--- src/rtl/mac_pipelined.sv ---
// Multi-lane multiply-accumulate: stage 1 forms the lane dot product, stage 2 accumulates
// with saturate-or-wrap, and an output register presents a one-cycle result pulse.
module mac_pipelined #(
    parameter int DATA_WIDTH = 8,
    parameter int ACC_WIDTH  = 16,
    parameter int LANES      = 1,
    parameter int SATURATE   = 1
) (
    input  logic                        clk,
    input  logic                        reset,
    input  logic                        in_valid,
    input  logic                        in_last,
    input  logic                        signed_mode,
    input  logic                        clear,
    input  logic [LANES*DATA_WIDTH-1:0] B,
    input  logic [LANES*DATA_WIDTH-1:0] C,
    output logic                        out_valid,
    output logic [ACC_WIDTH-1:0]        result,
    output logic                        sat_flag
);

    localparam int PROD_W = 2 * DATA_WIDTH;
    localparam int SUM_W  = PROD_W + $clog2(LANES) + 1;
    // Two guard bits above the wider operand keep the exact sum free of overflow in both modes.
    localparam int EXT_W  = ((ACC_WIDTH > SUM_W) ? ACC_WIDTH : SUM_W) + 2;

    localparam logic [EXT_W-1:0] SMAX_EXT = {{(EXT_W-ACC_WIDTH+1){1'b0}}, {(ACC_WIDTH-1){1'b1}}};
    localparam logic [EXT_W-1:0] SMIN_EXT = {{(EXT_W-ACC_WIDTH+1){1'b1}}, {(ACC_WIDTH-1){1'b0}}};
    localparam logic [EXT_W-1:0] UMAX_EXT = {{(EXT_W-ACC_WIDTH){1'b0}}, {ACC_WIDTH{1'b1}}};
    localparam logic [ACC_WIDTH-1:0] ACC_SMAX = {1'b0, {(ACC_WIDTH-1){1'b1}}};
    localparam logic [ACC_WIDTH-1:0] ACC_SMIN = {1'b1, {(ACC_WIDTH-1){1'b0}}};

    logic [SUM_W-1:0]     lane_sum;
    logic                 s1_valid;
    logic                 s1_last;
    logic                 s1_signed;
    logic [SUM_W-1:0]     s1_sum;

    logic                 s2_valid;
    logic                 s2_last;
    logic                 acc_open;
    logic                 sticky;
    logic [ACC_WIDTH-1:0] acc;

    logic [EXT_W-1:0]     acc_ext;
    logic [EXT_W-1:0]     sum_ext;
    logic [EXT_W-1:0]     exact;
    logic                 over_hi;
    logic                 over_lo;
    logic [ACC_WIDTH-1:0] acc_next;
    logic                 sticky_next;

    always_comb begin
        logic [DATA_WIDTH-1:0] b_k;
        logic [DATA_WIDTH-1:0] c_k;
        logic [PROD_W-1:0]     prod;
        lane_sum = '0;
        b_k      = '0;
        c_k      = '0;
        prod     = '0;
        for (int k = 0; k < LANES; k++) begin
            b_k = B[k*DATA_WIDTH +: DATA_WIDTH];
            c_k = C[k*DATA_WIDTH +: DATA_WIDTH];
            // Low PROD_W bits of the extended-operand product equal the exact product in either mode.
            if (signed_mode) begin
                prod = {{DATA_WIDTH{b_k[DATA_WIDTH-1]}}, b_k} * {{DATA_WIDTH{c_k[DATA_WIDTH-1]}}, c_k};
            end else begin
                prod = {{DATA_WIDTH{1'b0}}, b_k} * {{DATA_WIDTH{1'b0}}, c_k};
            end
            lane_sum = lane_sum + {{(SUM_W-PROD_W){signed_mode & prod[PROD_W-1]}}, prod};
        end
    end

    always_comb begin
        acc_ext = '0;
        if (acc_open) begin
            acc_ext = {{(EXT_W-ACC_WIDTH){s1_signed & acc[ACC_WIDTH-1]}}, acc};
        end
        sum_ext  = {{(EXT_W-SUM_W){s1_signed & s1_sum[SUM_W-1]}}, s1_sum};
        exact    = acc_ext + sum_ext;
        over_hi  = s1_signed ? ($signed(exact) > $signed(SMAX_EXT)) : (exact > UMAX_EXT);
        over_lo  = s1_signed & ($signed(exact) < $signed(SMIN_EXT));
        acc_next = exact[ACC_WIDTH-1:0];
        if (SATURATE != 0) begin
            if (over_hi) begin
                acc_next = s1_signed ? ACC_SMAX : {ACC_WIDTH{1'b1}};
            end else if (over_lo) begin
                acc_next = ACC_SMIN;
            end
        end
        sticky_next = (acc_open & sticky) | over_hi | over_lo;
    end

    always_ff @(posedge clk or negedge reset) begin
        if (!reset) begin
            s1_valid  <= 1'b0;
            s1_last   <= 1'b0;
            s1_signed <= 1'b0;
            s1_sum    <= '0;
        end else if (clear) begin
            s1_valid <= 1'b0;
        end else begin
            s1_valid <= in_valid;
            if (in_valid) begin
                s1_sum    <= lane_sum;
                s1_last   <= in_last;
                s1_signed <= signed_mode;
            end
        end
    end

    // acc_open=0 means the next beat starts a fresh accumulation.
    always_ff @(posedge clk or negedge reset) begin
        if (!reset) begin
            s2_valid  <= 1'b0;
            s2_last   <= 1'b0;
            acc_open  <= 1'b0;
            sticky    <= 1'b0;
            acc       <= '0;
            out_valid <= 1'b0;
            result    <= '0;
            sat_flag  <= 1'b0;
        end else if (clear) begin
            s2_valid  <= 1'b0;
            acc_open  <= 1'b0;
            out_valid <= 1'b0;
        end else begin
            out_valid <= s2_valid & s2_last;
            if (s2_valid && s2_last) begin
                result   <= acc;
                sat_flag <= sticky;
            end
            s2_valid <= s1_valid;
            if (s1_valid) begin
                acc      <= acc_next;
                sticky   <= sticky_next;
                s2_last  <= s1_last;
                acc_open <= !s1_last;
            end
        end
    end

endmodule

--- config.mk ---
export PLATFORM = sky130hd
export DESIGN_NAME = mac_pipelined
export DESIGN_NICKNAME = d
export VERILOG_FILES = /design/src/rtl/mac_pipelined.sv
export SDC_FILE = /design/constraint.sdc
export NUM_CORES = 1
export LEC_CHECK = 0
export CORE_MARGIN = 2
export CORE_UTILIZATION = 28
export CTS_BUF_LIST = sky130_fd_sc_hd__clkbuf_8 sky130_fd_sc_hd__clkbuf_16
export CTS_CLUSTER_SIZE = 40
export DETAILED_ROUTE_END_ITERATION = 8
export PLACE_DENSITY = 0.44
export SYNTH_ARGS = -nofsm -noshare
export SYNTH_HDL_FRONTEND = slang
export SYNTH_SLANG_ARGS = --single-unit
--- constraint.sdc ---
create_clock -name clk -period 5.15 [get_ports clk]
set_input_delay 1.03 -clock clk [delete_from_list [all_inputs] [get_ports clk]]
set_output_delay 1.03 -clock clk [all_outputs]
set_load 0.02 [all_outputs]
[Yosys cells after proc, flatten, opt, wreduce, memory -nomap -nowiden]
Index checks and enable logic that the tools add are counted.
Operators by class
  add/subtract/negate cells: 1
  multipliers: 2
  order comparisons: 3
  multiplexer cells: 11
  bitwise logic cells: 9
  reduce and logical (&&, ||, !) cells: 6
Operator list (number)
  $mux 16: 4
  $gt 19x16->1 const B: 2
  $mul 8x8->16: 2
  $add 19x19->19: 1
  $lt 19x16->1 const B: 1
  $mux 19: 1
  $and 1x1->1: 6
  $mux 1: 6
  $reduce_and 2->1: 3
  $or 1x1->1: 2
  $reduce_bool 2->1: 1
  $logic_and 1x1->1: 1
  $logic_not 1->1: 1
  $not 1->1: 1
Storage, ports and cells
  flip-flop bits (word level): 58
  input bits: 22
  output and inout port bits: 18

[Logic depth before layout (Yosys ltp)]
Gate-level depths: netlist of the first run.
  depth in word-level cells: 7
  mapped depth: 21
  mapped depth without buffers: 20

[Worst setup path after synthesis of the first run]
OpenSTA, ideal clock, no wires.
  path type: input -> register
  start point: input port C[7]
  end point: register s1_sum[15]
  setup time: 0.137 ns
  data arrival time: 5.632 ns
  slack: -0.618 ns
  stages on the path: 16
  path buffers: 1
  cells stage by stage: clkbuf_1 -> clkinv_1 -> nor2_1 -> fa_1 -> fa_1 -> fa_1 -> inv_1 -> fa_1 -> inv_1 -> ha_1 -> and3_1 -> and3_1 -> a2111oi_0 -> a2111oi_0 -> a221oi_1 -> o31ai_1
On the way
  longest elaborated chain between the ends: 2
RTL lines
  start: declaration: RTL line 16  | input logic [LANES*DATA_WIDTH-1:0] C,
  $mul 8x8->16 (on tied branches): RTL line 68, 66
  $mux 16 (*): RTL line 65  | if (signed_mode) begin
  end signal: assignment: RTL line 105  | s1_sum <= lane_sum;
  end: declaration: RTL line 37  | logic [SUM_W-1:0] s1_sum;
Mark *: on every way between the ends. The rest lies on a longest branch, timed or not.
A chain may end at the register's enable or synchronous reset.

[Worst setup path after layout of the first run]
  start point: input port B[6]
  end point: register s1_sum[13]
On the way
  longest elaborated chain between the ends: 2
RTL lines
  start: declaration: RTL line 15  | input logic [LANES*DATA_WIDTH-1:0] B,
  $mul 8x8->16 (on tied branches): RTL line 68, 66
  $mux 16 (*): RTL line 65
Marks and branches as above.

==> summary.md, run 1 <==
| Metric | Value |
|---|---|
| Number of H-tree levels | `3` |
| Worst setup SP type | `input pin` |
| ANT nets after route | `0` |
| Reg-to-reg critical path startpoint | `acc_open$_DFFE_PN0P_` |
| Die Width | `168.0 um` |
| Terminating pin of the worst hold path | `result[6]$_DFFE_PN0P_` |
| Initial antenna violation count | `0` |
| Area share of the largest cell type after synthesis | `0.2285` |
| Top-Level Pins | `40` |
| Synth Area in Compound Gates | `0.1267` |
| Type of destination of the critical path | `flip-flop` |
| Highest clock rate | `approximately 0.2 GHz` |
| Result of the run | `completed` |
| Master cell of the clock root buffer | `sky130_fd_sc_hd__clkbuf_16` |
| Layout cells sized above 1 | `0.1937` |
| Leak pwr | `about 4.7 nW` |
| CP Data Arrival Time | `around 5200 ps` |
| Switching part of the total | `0.4222` |
| Fraction of synthesized area in multiplexers | `0.01096` |
| CTS clock-pin slew for the worst setup and hold paths | `~50 ps` |
| Pre-CTS worst setup slack | `-737.3 ps` |
| Global placer's final weighted congestion | `0.8049` |
| Post-layout minimum cycle time | `between 5000 and 6000 ps` |
| Setup ws final | `128.1 ps` |
| Number of input and output port buffers inserted | `39` |
| Number of buffers on the longest clock path | `2` |
| Main combinational cell family by area after synthesis | `adder cells` |
| Sequential group share of total power | `0.174` |
| Adder and majority gate portion of the synthesized area | `0.3548` |
| Wirelength per Cell | `13.21 um` |
| Area grow syn2layout | `26.96%` |
| Count of vias placed by the detailed router | `slightly below 6000` |
| Aggregate global routing overflow | `0` |
| Sequential-to-total area share from yosys stat | `0.1927` |
| Fin crit share | `0.9751` |
| Post-DP HPWL | `~15000 um` |
| Post-synthesis simple-gate area fraction | `0.1840` |
| First-pass GRT wire length | `approximately 31000 um` |
| Pin count of the biggest net entering global routing | `just under 60` |
| Overall die height | `approximately 170 um` |
| Vias in the first global route | `between 6000 and 7000` |
| Ordered cell list for the critical path | `dlygate4sd2_1, buf_6, buf_6, nand2_4, inv_2, fa_1, inv_2, fa_1, inv_2, fa_1, inv_1, fa_1, inv_2, ha_4, and3_1, and3_4, a2111oi_4, buf_4, xor2_1, nor2_1, a221o_1` |
| Number of DRC markers after the initial detailed-route iteration | `217` |
| Reg2Reg Capture Point | `acc[10]$_DFFE_PN0P_` |
| Biggest cell delay along the critical path | `between 500 and 600 ps` |
| Clock Latency Late Sink | `330 ps` |
| Initial standard-cell utilization of the core | `0.2827` |
| Number of antenna cells inserted | `0` |
| Most common cell in the synthesized netlist | `sky130_fd_sc_hd__inv_1` |
| Router iterations before antenna repair | `4` |
| Number of synthesized flops with an enable pin | `0` |
| Internal power contribution | `approximately 2.5 mW` |
| Worst reg2reg setup slack | `around 1300 ps` |
| Dominant cells by area after synthesis | `sky130_fd_sc_hd__fa_1 23%, sky130_fd_sc_hd__dfrtp_1 19%, sky130_fd_sc_hd__ha_1 13%` |
| Total of warnings raised by yosys | `0` |
| Data required time at the worst endpoint | `about 5400 ps` |
| Peak supply drop | `around 180 uV` |
| Register-to-Register Path Depth | `11` |
| Commonest cells in the synthesized netlist | `158 x sky130_fd_sc_hd__inv_1, 142 x sky130_fd_sc_hd__nand2_1, 86 x sky130_fd_sc_hd__fa_1` |
| Post-layout net count | `about 1200` |
| Net Switching | `1.845 mW` |
| Setup total negative slack | `0 ps` |
| Most common flop cell mapped by yosys | `sky130_fd_sc_hd__dfrtp_1` |
| Number of buffers added to fix hold violations after cts | `0` |
| Floorplan Core Area | `between 0.02 and 0.03 sq mm` |
| Max_cap viols | `0` |
| Hold Path Cell Cnt | `2` |
| Worst hold start | `result[6]$_DFFE_PN0P_` |
| Overall routed net length | `around 18000 um` |
| XOR/XNOR share of the synthesized area | `0.03953` |
| Cell type of the slowest stage on the worst timing path | `sky130_fd_sc_hd__fa_1` |
| TritonCTS clock tree | `yes` |
| Clock network power share | `0.138` |
| Power per Cell Area | `457.0 mW/mm^2` |
| Vias per cell | `about 4.4` |
| Final hold violation count | `0` |
| Highest fanout seen on the critical path | `5` |
| CP Class | `input pin to flip-flop` |
| Setup repair after global routing missed its margin | `yes` |
| Post-Syn Area | `0.007533 sq mm` |
| Largest area contributor in the synthesized netlist | `sky130_fd_sc_hd__fa_1` |
| Final Skew | `7.087 ps` |
| Count of final max-slew check failures | `0` |
| Path category of the worst min-delay check | `flip-flop to flip-flop` |
| Fraction of registers with async set or reset after synthesis | `1.000` |
| CTS buffer count | `9` |
| Core Util, Final | `0.3589` |
| Overall power after layout | `approximately 4.4 mW` |
| Clk sinks | `58` |
| Slew at the pin closest to its max-slew limit | `737.8 ps` |
| Core Rows | `60` |
| Remaining routing DRC violations | `0` |
| Worst slack on hold paths | `~470 ps` |
| Number of flip-flops and latches in the synthesized netlist | `58` |
| Combinational share of power | `0.688` |
| Overall die area | `0.02823 sq mm` |
| Number of library cell types mapped by synthesis | `66` |
| Syn nets | `around 1100` |
| Average size of a mapped cell | `just under 9 sq um` |
| Final setup viols | `0` |
| Overall routing resource usage | `0.1338` |
| Max-slew headroom at the worst pin | `0.5082` |
| Synthesized instance count | `870` |
cell families after synthesis:
kind of cell	after synthesis
and+or+nand+nor	297
buffers and inverters	180
adders and majority gates	162
AOI/OAI and AO/OA	131
DFF	58
xor gates and xnor gates	34
muxes	8
routing by layer:
| metal | GRT usage | vias up | share of wire |
|---|---|---|---|
| li1 | - | 3083 | - |
| met1 | 0.1856 | 2752 | 0.51 |
| met2 | 0.2285 | 61 | 0.46 |
| met3 | 0.01152 | 12 | 0.019 |
| met4 | 0.02760 | 0 | 0.0086 |
| met5 | 0 | - | 0 |
critical path, delay by kind of cell:
family | cells | cell delay (ps)
XOR/XNOR | 1 | 160
AO/OA/AOI/OAI | 2 | 430
buffers and inverters | 9 | 900
adder cells (fa/ha/maj) | 5 | 2300
AND/OR/NAND/NOR | 4 | 420
layout make-up:
class | count | area (sq um)
Timing Repair Buffer | 145 | 1150
Clock inverter | 5 | 53.80
Multi-Input combinational cell | 632 | 5620
Fill cell | 2780 | 17090
Tap cell | 341 | 426.7
Inverter | 161 | 609.3
Sequential cell | 58 | 1451
Clock buffer | 11 | 252.7
cells in the final DEF (no fill, tap or decap), types with 6 or more instances in the layout:
| master | instances |
|---|---|
| sky130_fd_sc_hd__fa_1 | 83 |
| sky130_fd_sc_hd__and2_1 | 47 |
| sky130_fd_sc_hd__o211ai_1 | 8 |
| sky130_fd_sc_hd__clkbuf_16 | 9 |
| sky130_fd_sc_hd__ha_1 | 68 |
| sky130_fd_sc_hd__buf_4 | 102 |
| sky130_fd_sc_hd__xnor2_1 | 25 |
| sky130_fd_sc_hd__o311ai_1 | 7 |
| sky130_fd_sc_hd__nor2_1 | 41 |
| sky130_fd_sc_hd__o21a_1 | 6 |
| sky130_fd_sc_hd__o311ai_0 | 6 |
| sky130_fd_sc_hd__nand2b_1 | 9 |
| sky130_fd_sc_hd__nor3_1 | 8 |
| sky130_fd_sc_hd__dfrtp_1 | 58 |
| sky130_fd_sc_hd__xor2_1 | 9 |
| sky130_fd_sc_hd__ha_4 | 7 |
| sky130_fd_sc_hd__nand3_1 | 12 |
| sky130_fd_sc_hd__o21ai_0 | 29 |
| sky130_fd_sc_hd__inv_2 | 8 |
| sky130_fd_sc_hd__clkdlybuf4s50_1 | 22 |
| sky130_fd_sc_hd__inv_1 | 151 |
| sky130_fd_sc_hd__a21oi_1 | 24 |
| sky130_fd_sc_hd__mux2i_1 | 6 |
| sky130_fd_sc_hd__nor2b_1 | 7 |
| sky130_fd_sc_hd__nand2_1 | 135 |
sequential cells by signal, indices dropped and copies added (netlist names):
signal and flops:
s1_sum 17, acc 16, result 16, acc_open 1, out_valid 1, s1_last 1
s1_signed 1, s1_valid 1, s2_last 1, s2_valid 1, sat_flag 1, sticky 1
repair_timing:
item,4_1_cts,5_1_grt
endpoints found under the setup margin,9,7
setup buffers,5,3
pin swaps,28,25
gates resized for setup,66,34
stage by stage:
stage	instance area, sq um	cells
floorplan	7567	870
CTS	9535	1351
detailed placement	9034	1330
global placement	9034	1330
finish	9564	1353
global route	9564	1353
power groups by stage:
stage | Sequential [mW] | Clock [mW] | Combinational [mW]
detailed placement | 0.769 | 0 | 2.84
CTS | 0.763 | 0.620 | 3.01
global placement | 0.763 | 0 | 2.85
floorplan | 0.799 | 0 | 1.84
global route | 0.791 | 0.640 | 3.44
finish | 0.760 | 0.602 | 3.01
worst max-delay path by stage:
| stage | startpoint | slack (ps) | end |
|---|---|---|---|
| after global placement | C[4] | -700 | s1_sum[15]$_DFFE_PN0P_ |
| after detailed placement | C[4] | -740 | s1_sum[15]$_DFFE_PN0P_ |
| after floorplan | B[3] | 5 | s1_sum[13]$_DFFE_PN0P_ |
| after CTS | B[4] | 1 | s1_sum[13]$_DFFE_PN0P_ |
| after global routing | B[6] | -20 | s1_sum[13]$_DFFE_PN0P_ |
| final | B[6] | 130 | s1_sum[13]$_DFFE_PN0P_ |
Power figures use the tool's default switching activity.
==> run 2, diff against run 1 <==
Settings changed: GPL_TIMING_DRIVEN from default to 0.
==> run 2 against run 1 <==
  * Final area fell by 7.7%
  * Sequential share of layout area rose by 1.3 points
  * Final cell count fell by 6.3%
  * Count of clock-buffer cells in the layout fell by 1
  * Flip-flop and latch count did not move
  * Largest cell class unchanged
  * Global-route usage fell by 0.48 points
==> summary.md, run 2 (synthesis gave the netlist of run 1 again) <==
| Metric | Value |
|---|---|
| Initial standard-cell utilization of the core | `0.2827 (unchanged)` |
| Global placer's final weighted congestion | `0.8112 (+0.78%)` |
| Leak pwr | `4.283 nW (-9.5%)` |
| Vias per cell | `4.483 (+2.7%)` |
| Overall power after layout | `4.014 mW (-8.2%)` |
| Number of buffers added to fix hold violations after cts | `0 (unchanged)` |
| ANT nets after route | `0 (unchanged)` |
| Count of buffering cells on the critical path with inverters included | `6 (-3)` |
| Biggest cell delay along the critical path | `530 ps (-30 ps)` |
| Master cell of the clock root buffer | `sky130_fd_sc_hd__clkbuf_16` |
| Commonest cells after routing, fill and taps aside | `157 x sky130_fd_sc_hd__inv_1, 136 x sky130_fd_sc_hd__nand2_1, 83 x sky130_fd_sc_hd__fa_1, 68 x sky130_fd_sc_hd__ha_1, 58 x sky130_fd_sc_hd__dfrtp_1` |
| CTS clock-pin slew for the worst setup and hold paths | `50 ps (about the same)` |
| Vias in the first global route | `5850 (-8.1%)` |
| Initial antenna violation count | `0 (unchanged)` |
| Slew at the pin closest to its max-slew limit | `637.2 ps (-100.5 ps)` |
| TritonCTS clock tree | `yes` |
| Highest fanout seen on the critical path | `9 (+4)` |
| CP Class | `input pin to flip-flop` |
| Number of DRC markers after the initial detailed-route iteration | `176 (-19%)` |
| Max_cap viols | `0 (unchanged)` |
| Combinational share of power | `0.676 (-0.012)` |
| Die Width | `168.0 um (unchanged)` |
| Overall routed net length | `17720 um (-0.87%)` |
| Router iterations before antenna repair | `4 (unchanged)` |
| CTS buffer count | `9 (unchanged)` |
| Number of buffers on the longest clock path | `2 (unchanged)` |
| Setup ws final | `127.4 ps (-0.6210 ps)` |
| Data required time at the worst endpoint | `5330 ps (-30 ps)` |
| CP Data Arrival Time | `5210 ps (-20 ps)` |
| Number of H-tree levels | `3 (unchanged)` |
| Number of input and output port buffers inserted | `33 (-15%)` |
| Internal power contribution | `2.232 mW (-12%)` |
| Post-layout net count | `1106 (-7.1%)` |
| Number of antenna cells inserted | `0 (unchanged)` |
| Floorplan Core Area | `0.02665 sq mm (unchanged)` |
| Ordered cell list for the critical path | `clkbuf_4, nand2b_4, fa_1, fa_1, inv_1, fa_1, inv_1, fa_1, inv_1, ha_4, nand2_1, o211ai_1, and3_4, a2111oi_4, buf_4, buf_4, a21o_1, a221oi_2, o31ai_1` |
| Wirelength per Cell | `13.97 um (+5.8%)` |
| Fin crit share | `0.9753 (about the same)` |
| Aggregate global routing overflow | `0 (unchanged)` |
| Cell type of the slowest stage on the worst timing path | `sky130_fd_sc_hd__fa_1` |
| Setup repair after global routing missed its margin | `yes` |
| Largest register FFs | `17 (unchanged)` |
| Type of destination of the critical path | `flip-flop` |
| Clock network power share | `0.135 (-0.003)` |
| Number of fill cells in the layout | `2815 (+1.3%)` |
| Switching part of the total | `0.4440 (+0.02183)` |
| Top-Level Pins | `40 (unchanged)` |
| Highest clock rate | `0.1991 GHz (about the same)` |
| Count of final max-slew check failures | `0 (unchanged)` |
| Largest registers ranked by flip-flop count | `s1_sum x17, acc x16, result x16` |
| Most frequent standard cell in the layout excluding fill and tap cells | `sky130_fd_sc_hd__inv_1` |
| Overall routing resource usage | `0.1291 (-0.004759)` |
| Clk sinks | `58 (unchanged)` |
| Core Rows | `60 (unchanged)` |
| Path category of the worst min-delay check | `flip-flop to flip-flop` |
| Final hold violation count | `0 (unchanged)` |
| Area grow syn2layout | `17.21%` |
| Remaining routing DRC violations | `0 (unchanged)` |
| Largest register by flop count | `s1_sum` |
| Pre-CTS worst setup slack | `-969.2 ps (-231.9 ps)` |
| Dominant delay contributor by cell family on the critical path | `adder cells` |
| Final setup viols | `0 (unchanged)` |
| Count of vias placed by the detailed router | `5685 (-3.8%)` |
| Final Skew | `4.924 ps (-2.163 ps)` |
| Post-layout minimum cycle time | `5023 ps (+0.6210 ps)` |
| Peak supply drop | `164.8 uV (-7.7%)` |
| Overall die area | `0.02823 sq mm (unchanged)` |
| Overall die height | `168.0 um (unchanged)` |
| Clock Latency Late Sink | `320 ps (about the same)` |
| Layout cells sized above 1 | `0.1025 (-0.09119)` |
| Worst setup SP type | `input pin` |
| Result of the run | `completed` |
| Post-DP HPWL | `15240 um (+0.67%)` |
| Cell repeated most along the worst path | `sky130_fd_sc_hd__fa_1` |
| Sequential group share of total power | `0.188 (+0.014)` |
| Max-slew headroom at the worst pin | `0.5698 (+0.06163)` |
| Net Switching | `1.782 mW (-3.4%)` |
| Pin count of the biggest net entering global routing | `34 (-42%)` |
| Power per Cell Area | `454.6 mW/mm^2 (-0.53%)` |
| First-pass GRT wire length | `29650 um (-5.1%)` |
-- run 2: cell types whose count changed in the layout (fill, tap and decap cells not counted), moves of 3 or more --
cell,before,now
sky130_fd_sc_hd__clkdlybuf4s15_2,3,0
sky130_fd_sc_hd__clkbuf_2,5,0
sky130_fd_sc_hd__dlygate4sd2_1,4,0
sky130_fd_sc_hd__clkbuf_4,0,6
sky130_fd_sc_hd__clkbuf_1,0,9
sky130_fd_sc_hd__buf_6,4,1
sky130_fd_sc_hd__buf_4,102,15
sky130_fd_sc_hd__inv_2,8,2
sky130_fd_sc_hd__inv_1,151,157
-- run 2: layout make-up --
class                   instances  area [sq um]  share of cell area
inverters                     161         609.3             0.06901
clock buffers                  10         239.0             0.02707
flip-flops and latches         58          1451              0.1644
well taps                     341         426.7             0.04832
multi-input cells             632          5589              0.6330
clock inverters                 6         33.78            0.003826
repair buffers                 41         367.9             0.04166
plain buffers                  19         112.6             0.01275
-- run 2: worst register-to-register path, stage by stage (launching register included) --
cell and delay [ps]:
sky130_fd_sc_hd__dfrtp_1 540, sky130_fd_sc_hd__clkbuf_1 300, sky130_fd_sc_hd__and2_1 190, sky130_fd_sc_hd__ha_1 190, sky130_fd_sc_hd__inv_1 70, sky130_fd_sc_hd__fa_1 390
sky130_fd_sc_hd__nor2b_1 160, sky130_fd_sc_hd__o31ai_1 140, sky130_fd_sc_hd__a21oi_2 300, sky130_fd_sc_hd__a2111oi_0 180, sky130_fd_sc_hd__or2_2 370, sky130_fd_sc_hd__o311ai_4 460
sky130_fd_sc_hd__buf_4 250, sky130_fd_sc_hd__o311ai_0 130
-- run 2: power groups by stage --
stage	Combinational, mW	Sequential, mW	Clock, mW
final	2.72	0.756	0.542
after global routing	3.07	0.789	0.577
after CTS	2.61	0.760	0.562
after detailed placement	2.50	0.767	0
after global placement	2.49	0.765	0
after floorplan	1.84	0.799	0
-- run 2: per-layer routing --
metal  vias up  global-route usage  wire, um
li1       2913                   -         -
met5         -                   0         0
met3         9            0.007992       258
met4         0             0.02836       131
met2        62              0.2235      8286
met1      2701              0.1778      9041
-- run 2: path summary, 6_finish.rpt --
path / cells after the start / slack [ps] / end / startpoint
hold / removal: 2 / 470 / result[15]$_DFFE_PN0P_ / result[15]$_DFFE_PN0P_
hold reg to reg: 2 / 470 / result[15]$_DFFE_PN0P_ / result[15]$_DFFE_PN0P_
setup / recovery: 19 / 130 / s1_sum[15]$_DFFE_PN0P_ / B[0]
setup reg to reg: 13 / 1360 / acc[12]$_DFFE_PN0P_ / acc_open$_DFFE_PN0P_
min in group asynchronous: 1 / 720 / result[3]$_DFFE_PN0P_ / reset
max in group asynchronous: 2 / 3840 / result[1]$_DFFE_PN0P_ / reset
-- run 2: repair_timing --
action	in CTS	in global routing
pin swaps	9	14
gates resized for setup	74	32
endpoints found under the setup margin	9	7
cloned	0	0
buffers inserted	4	3
-- run 2: metrics by stage --
step / instances / TNS, ps / util / hold slack, ps / area [sq um]
after floorplan: 870 / 0 / - / 432.3 / 7567
after global routing: 1268 / -56.22 / 0.3313 / 492.8 / 8830
final: 1268 / 0 / 0.3313 / 469.0 / 8830
after detailed placement: 1245 / -6967 / 0.3129 / 456.5 / 8339
after global placement: 1244 / -6824 / 0.3123 / 459.1 / 8324
after CTS: 1265 / 0 / 0.3265 / 471.0 / 8701
==> run 3, diff against run 2 <==
Settings changed: CAP_MARGIN from default to 0, CTS_CLUSTER_DIAMETER from default to 50, SETUP_SLACK_MARGIN from default to 0.5.
==> run 3 against run 2 <==
  * Total power increased by 9.8%
  * Core utilization grew 2.0 points
  * Setup slack better by 220 ps
  * Via count up 0.70%
  * Critical endpoint unchanged
  * Largest cell class unchanged
  * Clock skew rose by 2.7 ps
  * Count of clock-buffer cells in the layout unchanged
  * Final cell count is 0.95% higher
  * Combinational power up 11%
==> summary.md, run 3 (synthesis gave the netlist of run 1 again) <==
| Metric | Value |
|---|---|
| Terminating pin of the worst hold path | `sat_flag$_DFFE_PN0P_` |
| Remaining routing DRC violations | `0 (unchanged)` |
| First-pass GRT wire length | `30800 um (+3.9%)` |
| Total area of multi-input combinational cells | `0.005834 sq mm (+4.4%)` |
| Result of the run | `completed` |
| Overall die height | `168.0 um (unchanged)` |
| Worst hold start | `sat_flag$_DFFE_PN0P_` |
| Largest register FFs | `17 (unchanged)` |
| Master cell of the clock root buffer | `sky130_fd_sc_hd__clkbuf_16` |
| Reg-to-reg critical path startpoint | `acc_open$_DFFE_PN0P_` |
| Power per Cell Area | `470.7 mW/mm^2 (+3.5%)` |
| Count of final max-slew check failures | `0 (unchanged)` |
| Vias in the first global route | `6027 (+3.0%)` |
| Leak pwr | `4.465 nW (+4.2%)` |
| TritonCTS clock tree | `yes` |
| Aggregate global routing overflow | `0 (unchanged)` |
| Post-DP HPWL | `15510 um (+1.8%)` |
| Commonest cells after routing, fill and taps aside | `142 x sky130_fd_sc_hd__inv_1, 129 x sky130_fd_sc_hd__nand2_1, 79 x sky130_fd_sc_hd__fa_1, 62 x sky130_fd_sc_hd__ha_1, 58 x sky130_fd_sc_hd__dfrtp_1` |
| Data required time at the worst endpoint | `5330 ps (about the same)` |
| Worst reg2reg setup slack | `1210 ps (-150 ps)` |
| Router iterations before antenna repair | `4 (unchanged)` |
| Final hold violation count | `0 (unchanged)` |
| ANT nets after route | `0 (unchanged)` |
| Number of input and output port buffers inserted | `33 (unchanged)` |
| Initial antenna violation count | `0 (unchanged)` |
| Wirelength per Cell | `14.23 um (+1.9%)` |
| Number of H-tree levels | `3 (unchanged)` |
| Hold Path Cell Cnt | `2 (unchanged)` |
| Pin count of the biggest net entering global routing | `35 (+2.9%)` |
| Largest register by flop count | `s1_sum` |
| Overall die area | `0.02823 sq mm (unchanged)` |
| Highest fanout seen on the critical path | `6 (-3)` |
| Fin crit share | `0.9327 (-0.04253)` |
| Peak supply drop | `165.1 uV (+0.19%)` |
| Clk sinks | `58 (unchanged)` |
| Overall routing resource usage | `0.1346 (+0.005574)` |
| Top-Level Pins | `40 (unchanged)` |
| Setup repair after global routing missed its margin | `yes` |
| Number of antenna cells inserted | `0 (unchanged)` |
| Reg2Reg Capture Point | `acc[12]$_DFFE_PN0P_` |
| Clock Latency Late Sink | `320 ps (about the same)` |
| Core Rows | `60 (unchanged)` |
| Vias per cell | `4.473 (-0.24%)` |
| Post-layout minimum cycle time | `4804 ps (-219.1 ps)` |
| Non-filler cells, final | `1280 (+0.95%)` |
| Register-to-Register Path Depth | `13 (unchanged)` |
| CTS clock-pin slew for the worst setup and hold paths | `50 ps (about the same)` |
| Max-slew headroom at the worst pin | `0.5987 (+0.02890)` |
| CTS buffer count | `9 (unchanged)` |
| Final Skew | `7.628 ps (+2.705 ps)` |
| Path category of the worst min-delay check | `flip-flop to flip-flop` |
| Post-layout net count | `1118 (+1.1%)` |
| Post-route cell area | `0.009366 sq mm (+6.1%)` |
| Die Width | `168.0 um (unchanged)` |
| Initial standard-cell utilization of the core | `0.2827 (unchanged)` |
| Number of DRC markers after the initial detailed-route iteration | `311 (+77%)` |
| Placed cells | `1245 (unchanged)` |
| Largest registers ranked by flip-flop count | `s1_sum x17, acc x16, result x16` |
| Area used by sequential logic in the layout | `0.001451 sq mm (unchanged)` |
| Final setup viols | `0 (unchanged)` |
| Number of buffers on the longest clock path | `2 (unchanged)` |
| Highest clock rate | `0.2082 GHz (+4.6%)` |
| Number of fill cells in the layout | `2742 (-2.6%)` |
| Floorplan Core Area | `0.02665 sq mm (unchanged)` |
| CP Class | `input pin to flip-flop` |
| Slew at the pin closest to its max-slew limit | `594.4 ps (-42.81 ps)` |
| CP Data Arrival Time | `4980 ps (-230 ps)` |
| Count of vias placed by the detailed router | `5725 (+0.70%)` |
| Overall routed net length | `18220 um (+2.8%)` |
| Global placer's final weighted congestion | `0.8065 (-0.58%)` |
| Layout cells sized above 1 | `0.1672 (+0.06472)` |
| Worst setup SP type | `input pin` |
| Max_cap viols | `0 (unchanged)` |
| Most frequent standard cell in the layout excluding fill and tap cells | `sky130_fd_sc_hd__inv_1` |
| Type of destination of the critical path | `flip-flop` |
| Post-placement cell area | `0.008638 sq mm (+3.6%)` |
| Area grow syn2layout | `24.33%` |
-- run 3: critical path, stage by stage --
cell and delay [ps]:
sky130_fd_sc_hd__clkbuf_16 140, sky130_fd_sc_hd__buf_4 150, sky130_fd_sc_hd__nor2_4 80, sky130_fd_sc_hd__fa_1 450
sky130_fd_sc_hd__fa_1 530, sky130_fd_sc_hd__fa_1 540, sky130_fd_sc_hd__inv_1 50, sky130_fd_sc_hd__fa_1 520
sky130_fd_sc_hd__inv_1 70, sky130_fd_sc_hd__ha_4 260, sky130_fd_sc_hd__and3_1 180, sky130_fd_sc_hd__and3_4 180
sky130_fd_sc_hd__a2111oi_4 300, sky130_fd_sc_hd__a2111oi_2 140, sky130_fd_sc_hd__a221oi_1 240, sky130_fd_sc_hd__o31ai_1 110
-- run 3: power breakdown --
| group | internal, mW | switching (mW) |
|---|---|---|
| logic | 1.45 | 1.57 |
| registers | 0.636 | 0.121 |
| clock network | 0.432 | 0.202 |
-- run 3: final cells by class --
cell class / count / share of cell area
clock inverter: 6 / 0.008683
sequential: 58 / 0.1550
timing repair buffer: 53 / 0.05504
tap: 341 / 0.04555
inverter: 161 / 0.06586
clock buffer: 10 / 0.02551
buffer: 19 / 0.02151
multi-input combinational: 632 / 0.6229
-- run 3: how the worst max path moves through the flow --
stage,to,slack (ps),depth (start not counted),from
final,s1_sum[15]$_DFFE_PN0P_,350,16,B[3]
after floorplan,s1_sum[13]$_DFFE_PN0P_,240,19,C[7]
after CTS,s1_sum[15]$_DFFE_PN0P_,230,18,B[3]
after global placement,s1_sum[15]$_DFFE_PN0P_,-780,18,B[2]
after detailed placement,s1_sum[15]$_DFFE_PN0P_,-810,18,B[2]
after global routing,s1_sum[15]$_DFFE_PN0P_,140,19,B[3]
-- run 3: per-layer routing --
layer	vias to the layer above	GRT usage	share of wire
met5	-	0	0
met4	0	0.03289	0.0047
met3	5	0.008933	0.014
met2	57	0.2373	0.49
met1	2733	0.1803	0.49
li1	2930	-	-
-- run 3: per-stage QoR --
stage	worst slack [ps]	TNS (ps)	total power, mW	hold slack, ps	utilization
floorplan	241.2	0	2.867	432.3	-
global route	137.8	0	4.847	491.0	0.3515
global placement	-784.9	-5272	3.526	459.9	0.3236
CTS	232.0	0	4.338	475.3	0.3463
detailed placement	-806.7	-5490	3.535	462.6	0.3241
finish	346.5	0	4.409	467.7	0.3515
-- run 3: what timing repair did --
action / 4_1_cts / 5_1_grt
setup buffers: 14 / 5
hold endpoints to repair: 0 / 0
resized for setup: 111 / 26
pin swaps: 47 / 25
hold buffers: 0 / 0
endpoints found under the setup margin: 10 / 9
